--- src/rtl/fir_tap_sequencer.sv ---
// rtl/fir_tap_sequencer.sv - FIR tap sequencer driving the FIR-Core alu; optional saturation via FIR_SAT_EN
module fir_tap_sequencer #(
    parameter int TAPS    = 64,
    parameter int ALU_LAT = 1,
    parameter int ACC_W   = 32
) (
    input  logic                      clk,
    input  logic                      rst,
    input  logic                      in_valid,
    output logic                      in_ready,
    input  logic signed [15:0]        in_data,
    input  logic                      coef_we,
    input  logic [$clog2(TAPS)-1:0]   coef_addr,
    input  logic signed [15:0]        coef_data,
    output logic                      coef_err,
    output logic signed [15:0]        alu_a,
    output logic signed [15:0]        alu_b,
    output logic [1:0]                alu_op,
    input  logic signed [31:0]        alu_result,
    output logic                      y_valid,
    input  logic                      y_ready,
    output logic signed [ACC_W-1:0]   y_data,
    output logic                      busy
);
    localparam int AW = $clog2(TAPS);
`ifdef FIR_SAT_EN
    localparam int IW = ACC_W + AW;
`else
    localparam int IW = ACC_W;
`endif
    localparam int CW = (ALU_LAT > 1) ? $clog2(ALU_LAT) : 1;

    localparam logic [1:0] OP_IDLE = 2'b00;
    localparam logic [1:0] OP_MUL  = 2'b01;

    typedef enum logic [2:0] {
        S_IDLE,
        S_LOAD,
        S_ISSUE,
        S_WAIT,
        S_DONE
    } state_t;

    state_t state, next_state;

    logic signed [15:0]   delay_mem [TAPS];
    logic signed [15:0]   coef_mem  [TAPS];
    logic [AW-1:0]        wp;
    logic [AW-1:0]        k;
    logic [CW-1:0]        wcnt;
    logic signed [IW-1:0] acc;
    logic signed [IW-1:0] prod_ext;
    logic [ACC_W-1:0]     acc_out;

    logic                 accept;
    logic                 last_wait;
    logic                 last_tap;
    logic [AW-1:0]        wp_next;
    logic [AW-1:0]        rd_k;
    logic [AW-1:0]        rd_idx;

    assign accept    = (state == S_IDLE) && in_valid && in_ready;
    assign last_wait = (wcnt == CW'(ALU_LAT - 1));
    assign last_tap  = (k == AW'(TAPS - 1));
    assign prod_ext  = IW'($signed(alu_result));

    // Operands for the tap about to be issued; from LOAD the pointer bump
    // has not landed yet, so the newest sample still sits at wp.
    assign wp_next = (state == S_LOAD) ? wp + AW'(1) : wp;
    assign rd_k    = (state == S_LOAD) ? '0 : k + AW'(1);
    assign rd_idx  = wp_next - AW'(1) - rd_k;

    assign busy    = (state != S_IDLE);
    assign y_valid = (state == S_DONE);

`ifdef FIR_SAT_EN
    logic fits;
    assign fits    = (acc[IW-1:ACC_W-1] == {(AW + 1){acc[IW-1]}});
    assign acc_out = fits ? acc[ACC_W-1:0] : {acc[IW-1], {(ACC_W - 1){~acc[IW-1]}}};
`else
    assign acc_out = acc;
`endif

    assign y_data = (state == S_DONE) ? acc_out : '0;

    // State register; reset aborts any operation straight back to IDLE
    always_ff @(posedge clk or negedge rst) begin
        if (!rst) begin
            state <= S_IDLE;
        end else begin
            state <= next_state;
        end
    end

    // Next-state decode
    always_comb begin
        next_state = state;
        case (state)
            S_IDLE:  if (accept) next_state = S_LOAD;
            S_LOAD:  next_state = S_ISSUE;
            S_ISSUE: next_state = S_WAIT;
            S_WAIT:  if (last_wait) next_state = last_tap ? S_DONE : S_ISSUE;
            S_DONE:  if (y_ready) next_state = S_IDLE;
            default: next_state = S_IDLE;
        endcase
    end

    // Delay line, coefficient RAM, pointers, accumulator and registered ALU operands
    always_ff @(posedge clk or negedge rst) begin
        if (!rst) begin
            for (int i = 0; i < TAPS; i++) begin
                delay_mem[i] <= '0;
                coef_mem[i]  <= '0;
            end
            wp       <= '0;
            k        <= '0;
            wcnt     <= '0;
            acc      <= '0;
            alu_a    <= '0;
            alu_b    <= '0;
            alu_op   <= OP_IDLE;
            in_ready <= 1'b0;
            coef_err <= 1'b0;
        end else begin
            in_ready <= (next_state == S_IDLE);
            coef_err <= coef_we && (state != S_IDLE);

            if (coef_we && (state == S_IDLE)) begin
                coef_mem[coef_addr] <= coef_data;
            end

            if (accept) begin
                delay_mem[wp] <= in_data;
                acc           <= '0;
                k             <= '0;
            end

            if (state == S_LOAD) begin
                wp <= wp + AW'(1);
            end

            if (state == S_ISSUE) begin
                wcnt <= '0;
            end else if (state == S_WAIT) begin
                wcnt <= wcnt + CW'(1);
            end

            if ((state == S_WAIT) && last_wait) begin
                acc <= acc + prod_ext;
                if (!last_tap) begin
                    k <= k + AW'(1);
                end
            end

            if (next_state == S_ISSUE) begin
                alu_a  <= delay_mem[rd_idx];
                alu_b  <= coef_mem[rd_k];
                alu_op <= OP_MUL;
            end else if (next_state == S_DONE) begin
                alu_a  <= '0;
                alu_b  <= '0;
                alu_op <= OP_IDLE;
            end
        end
    end

endmodule

--- config.mk ---
export PLATFORM = sky130hd
export DESIGN_NAME = fir_tap_sequencer
export DESIGN_NICKNAME = d
export VERILOG_FILES = /design/src/rtl/fir_tap_sequencer.sv
export SDC_FILE = /design/constraint.sdc
export NUM_CORES = 2
export LEC_CHECK = 0
export CORE_MARGIN = 3
export CORE_UTILIZATION = 35
export CTS_CLUSTER_DIAMETER = 80
export CTS_CLUSTER_SIZE = 30
export DETAILED_ROUTE_END_ITERATION = 8
export PLACE_DENSITY = 0.51
export SYNTH_ARGS = -nofsm -noshare
export SYNTH_HDL_FRONTEND = slang
export SYNTH_SLANG_ARGS = --single-unit
--- constraint.sdc ---
create_clock -name clk -period 10.9 [get_ports clk]
set_input_delay 2.725 -clock clk [delete_from_list [all_inputs] [get_ports clk]]
set_output_delay 2.725 -clock clk [all_outputs]
set_load 0.01 [all_outputs]
# ---- After elaboration in Yosys (flattened, before gate mapping)
# Cells that the tools add are included.
dict set report word_totals {
  ff_bits 2132
  word_cells 207
  in_bits 75
  out_inout_bits 70
}
dict set report op_classes {
  addsub 6
  n_lt_le_gt_ge 6
  bitwise 5
  mux 32
  eq_ne 7
  n_reduce_logical 13
}
# op count
set op_table {}
lappend op_table {{$bwmux 1024} 2}
lappend op_table {{$bmux 16 s6} 2}
lappend op_table {{$demux 16 s6} 2}
lappend op_table {{$mux 16} 9}
lappend op_table {{$mux 32} 3}
lappend op_table {{$add 32x32->32} 1}
lappend op_table {{$mux 6} 5}
lappend op_table {{$ge 7x7->1 const B} 4}
lappend op_table {{$not 6->7} 4}
lappend op_table {{$pmux 3 s5} 1}
lappend op_table {{$lt 7x1->1 const B} 2}
lappend op_table {{$add 6x1->6 const B} 2}
lappend op_table {{$mux 3} 4}
lappend op_table {{$eq 3x2->1 const B} 3}
lappend op_table {{$logic_and 1x1->1} 7}
lappend op_table {{$eq 3x3->1 const B} 2}
lappend op_table {{$eq 6x6->1 const B} 1}
lappend op_table {{$logic_not 3->1} 2}
lappend op_table {{$reduce_bool 2->1} 3}
lappend op_table {{$sub 6x1->6 const B} 1}
lappend op_table {{$sub 6x6->6} 1}
lappend op_table {{$mux 2} 2}
lappend op_table {{$eq 3x1->1 const B} 1}
lappend op_table {{$reduce_bool 3->1} 1}
lappend op_table {{3 further kinds} 4}

# ---- Logic depth before layout (Yosys ltp)
dict set report logic_depth {
  ltp_word 9
  mapped_depth 20
  depth_no_buf 15
}

# ---- Worst setup path before layout
# No wires, ideal clock.
dict set report synth_timing {
  kind {input port to flip-flop}
  start {in alu_result[6]}
  end {reg acc[29]}
  arrival_ps 4760
  slack_ps 6009
  setup_time_ps 131
  required_time_ps 10769
  stages 10
  cell_sequence {ha_1 a21o_1 a221oi_1 or3b_1 o21ai_0 a21oi_1 o21ai_0 nor3_1 a311oi_1 a31oi_1}
}
dict set report synth_between {
  elab_chain_len 2
}
# element line
set synth_lines {}
lappend synth_lines {{start: declaration} 19} ;# input logic signed [31:0] alu_result,
lappend synth_lines {{$add 32x32->32} 149} ;# acc <= acc + prod_ext;
lappend synth_lines {{$mux 32} 148} ;# if ((state == S_WAIT) && last_wait) begin
lappend synth_lines {{end signal: assignment} 149}
lappend synth_lines {{end: declaration} 51} ;# logic signed [IW-1:0] acc;
# Every way passes these cells.
# A chain may end at the register's enable or synchronous reset.

# ---- Worst setup path in the final report
dict set report layout_timing {
  start {reg k[0]}
  end {reg alu_a[15]}
}
dict set report layout_between {
  elab_chain_len 8
  elab_cells_between_ends 15
  classes_between {add/sub: 2; eq/ne: 3; mux: 8; bitwise: 1; reduce/logical: 1}
}
# element line
set layout_lines {}
lappend layout_lines {{start: declaration} 49} ;# logic [AW-1:0] k;
lappend layout_lines {{start signal: assignment} 151} ;# k <= k + AW'(1);
lappend layout_lines {{$add 6x1->6} 70} ;# assign rd_k = (state == S_LOAD) ? '0 : k + AW'(1);
lappend layout_lines {{$mux 6} 70}
lappend layout_lines {{$sub 6x6->6} 71} ;# assign rd_idx = wp_next - AW'(1) - rd_k;
lappend layout_lines {{$not 6->7 (not written as such)} 156} ;# alu_a <= delay_mem[rd_idx];
lappend layout_lines {{$bmux 16 s6} 156}
lappend layout_lines {{$mux 16 (not written as such) (2 in series)} 156}
lappend layout_lines {{$mux 16} 155} ;# if (next_state == S_ISSUE) begin
lappend layout_lines {{end signal: assignment} 156}
lappend layout_lines {{end: declaration} 16} ;# output logic signed [15:0] alu_a,
# Parallel ways exist; a longest one is shown, timed or not. The select of a mux whose other input is x is not followed.

==> flow_summary.ini <==
[worst_setup_path]
cp.arrival_ns = 7.39
cp_max_fo = 62
end_kind = flop
r2r_cells = 13
start_kind = flop
cp.required_ns = 11.56
critical_path_class = reg -> reg

[clock_tree]
htree_levels = 3
cts-hold-fix-buffers = 0
clk_pin_slew_worst_paths_ns = 0.11
cts_resized = 0
clk_latency_ns = 0.82
tritoncts = yes
cts_setup_buffers = 0
cts_sinks = 2131
cts_root_buf = clkbuf_16
clock_path_buffers = 3
cts_made_buffers = 119

[floorplanning]
die_area_um2 = 289000
die_y_um = 538
rows = 194
boundaryPins = 145
design.core.area_um2 = 281000
die_w_um = 538
start_util_pct = 35.3

[placed_design]
dp.cells = 10800
portBuffers = 143
placed_area_um2 = 104000
dp_worst_setup_slack_ns = 4.15
dp_hpwl_mm = 168
gp_congestion = 0.814

[power]
p_per_area_nw_per_um2 = 216
intPower_mw = 13.5
combinationalPowerShare_pct = 40.4
power.switching_mw = 9.98
leakage_nw = 50.9
power_frac_seq_pct = 35.6
vdd_drop_max_uv = 591
power_mw = 23.5
clockPowerShare_pct = 24.0
swShare_pct = 42.5

[finish]
drive_gt1_share_pct = 40.5
fin_cells = 11000
final_nets = 7262
area_delta_synth_final_pct = 9.52
finalCoreUtilization_pct = 38.7
fin_area_um2 = 109000

[synth]
synthFlopType = dfrtp_1
synth_simple_gate_area_share_pct = 6.10
yosysUniqueCellTypes = 74
async_flop_share_pct = 100
syn_area_um2 = 99100
yosys.area_share.xor_xnor_pct = 0.371
muxShareOfSynthArea_pct = 31.9
synth_compound_area_share_pct = 4.23
synth_area_leader_cell = dfrtp_1
avgSynthCellArea_um2 = 13.4
synth_commonest_cells = dfrtp_1, mux2_2, nand2_1, clkbuf_1, nand3_1
yosys_warnings = 0
synth_top_family_by_area = multiplexers
synthTopCellsByArea = dfrtp_1, mux2_2, mux4_2
synth_nets = 7497
synth_seq_cells = 2131
netlist_instances = 7382
seq_area_frac_synth_pct = 53.8
synthAdderAreaFrac_pct = 0.520
synth_largest_type_area_fraction_pct = 53.8
yosysMostFrequentCell = dfrtp_1
synth_edf_count = 0

[route]
vias = 60700
drtIter0Drc = 4284
post-route-drc-count = 0
first_pass_iters = 5
drt_wl_total_mm = 286
ant_nets = 0
wire_per_inst_um = 26.0
routed_via_density = 5.53

[global_routing]
antenna_found_initial = 6
grt_max_degree = 170
grt_pass1_vias = 62600
grt_pass1_wl_mm = 432
grtUsageTotal_pct = 19.6
grt_overflow = 0

[timing]
fin_setup_tns_ns = 0
rsz0062_at_grt = no
min_period_ns = 6.73
hold_ws_ns = 0.477
drv_slew = 0
period_share_pct = 61.8
finClkSkew_ns = 0.0381
report.final.setup_viol = 0
max_freq_ghz = 0.148
final_hold_viol_count = 0
fin_ws_ns = 4.17
max_slew.worst_pin.slew_ns = 1.31
slew_headroom_pct = 12.7

[job]
drv_cap = 0

[run_status]
outcome = finished, final reports clean

[min_path]
whs_path_depth = 1
hold_class = reg -> reg
==> sequential cells by signal, indices dropped and copies added, names as in the netlist, named ones only <==
register and flops:
alu_op 1, coef_err 1, k 6, state 3
wcnt 1, wp 5, in_ready 1, coef_mem 1024
alu_a 16, alu_b 16, acc 32, delay_mem 1024
==> power groups by stage <==
| stage | logic, mW | registers (mW) | clock network, mW |
|---|---|---|---|
| 2_1_floorplan | 6.05 | 8.37 | 0 |
| 3_3_place_gp | 9.66 | 8.50 | 0 |
| 3_5_place_dp | 9.65 | 8.50 | 0 |
| 4_1_cts | 9.66 | 8.35 | 5.82 |
| 5_1_grt | 10.1 | 8.38 | 6.09 |
| 6_report | 9.48 | 8.35 | 5.63 |
==> layer usage <==
layer  global-route usage, %  wire length, um
met5                       0               34
met1                    28.3           133000
met4                    4.65             7120
met2                    31.9           135000
met3                    1.89            10300
==> worst max-delay path, cell delays in order, from the launching register on <==
cell and delay (ns):
dfrtp_4 0.93, ha_1 0.36, buf_4 0.27, inv_2 0.56, nor2_1 0.31, fa_4 1.32, buf_4 0.79, buf_4 0.63
mux4_2 0.40, mux4_2 0.47, nand2_1 0.11, nand2_1 0.08, o21ai_0 0.17, o21ai_0 0.09
==> final timing paths <==
path | start | end | slack [ns]
worst max-delay path | k[0] | alu_a[15] | 4.17
worst min-delay path | acc[31] | acc[31] | 0.48
worst max register to register | k[0] | alu_a[15] | 4.17
worst min register to register | acc[31] | acc[31] | 0.48
max in group asynchronous | rst | delay_mem[399] | 6.58
min in group asynchronous | rst | coef_mem[674] | 1.83
==> layout make-up <==
class | count | area (um2)
fillers | 26600 | 172000
clock buffers | 127 | 3090
multi-input cells | 4542 | 43000
diodes | 4 | 10.0
well taps | 3724 | 4660
repair buffers | 327 | 2850
flip-flops and latches | 2131 | 53300
inverters | 26 | 109
clock inverters | 101 | 1430
==> cells in the final DEF (no fill, tap or decap), types with 15 or more instances in the layout <==
| cell type | synthesis | routed |
|---|---|---|
| a21o_1 | 18 | 18 |
| a21oi_1 | 115 | 114 |
| a221oi_1 | 40 | 40 |
| a22oi_1 | 21 | 21 |
| a311oi_1 | 49 | 49 |
| a31oi_1 | 23 | 23 |
| a32oi_1 | 80 | 80 |
| and3_1 | 50 | 50 |
| buf_2 | 194 | 32 |
| buf_4 | 14 | 170 |
| clkbuf_16 | 0 | 119 |
| clkdlybuf4s50_1 | 0 | 110 |
| dfrtp_1 | 2131 | 2130 |
| ha_1 | 38 | 37 |
| inv_1 | 20 | 20 |
| inv_6 | 0 | 15 |
| inv_8 | 0 | 17 |
| mux2_2 | 2048 | 2048 |
| mux2i_1 | 98 | 98 |
| mux4_2 | 336 | 336 |
| nand2_1 | 729 | 729 |
| nand2_2 | 16 | 16 |
| nand3_1 | 373 | 373 |
| nor2_1 | 134 | 81 |
| nor2_2 | 0 | 48 |
| o2111ai_1 | 15 | 15 |
| o211ai_1 | 83 | 83 |
| o21ai_0 | 105 | 105 |
| xnor2_1 | 25 | 19 |
==> kinds of logic (layout without fill, tap and decap cells) <==
logic type               Yosys count  after routing
flip-flops                      2131           2131
XOR/XNOR                          42             42
other                              1              5
adder cells (fa/ha/maj)           40             40
buffers and inverters            709            581
multiplexers                    2482           2482
AO/OA/AOI/OAI                    604            604
AND/OR/NAND/NOR                 1373           1373
No activity file was read; power rests on OpenSTA's default activity.
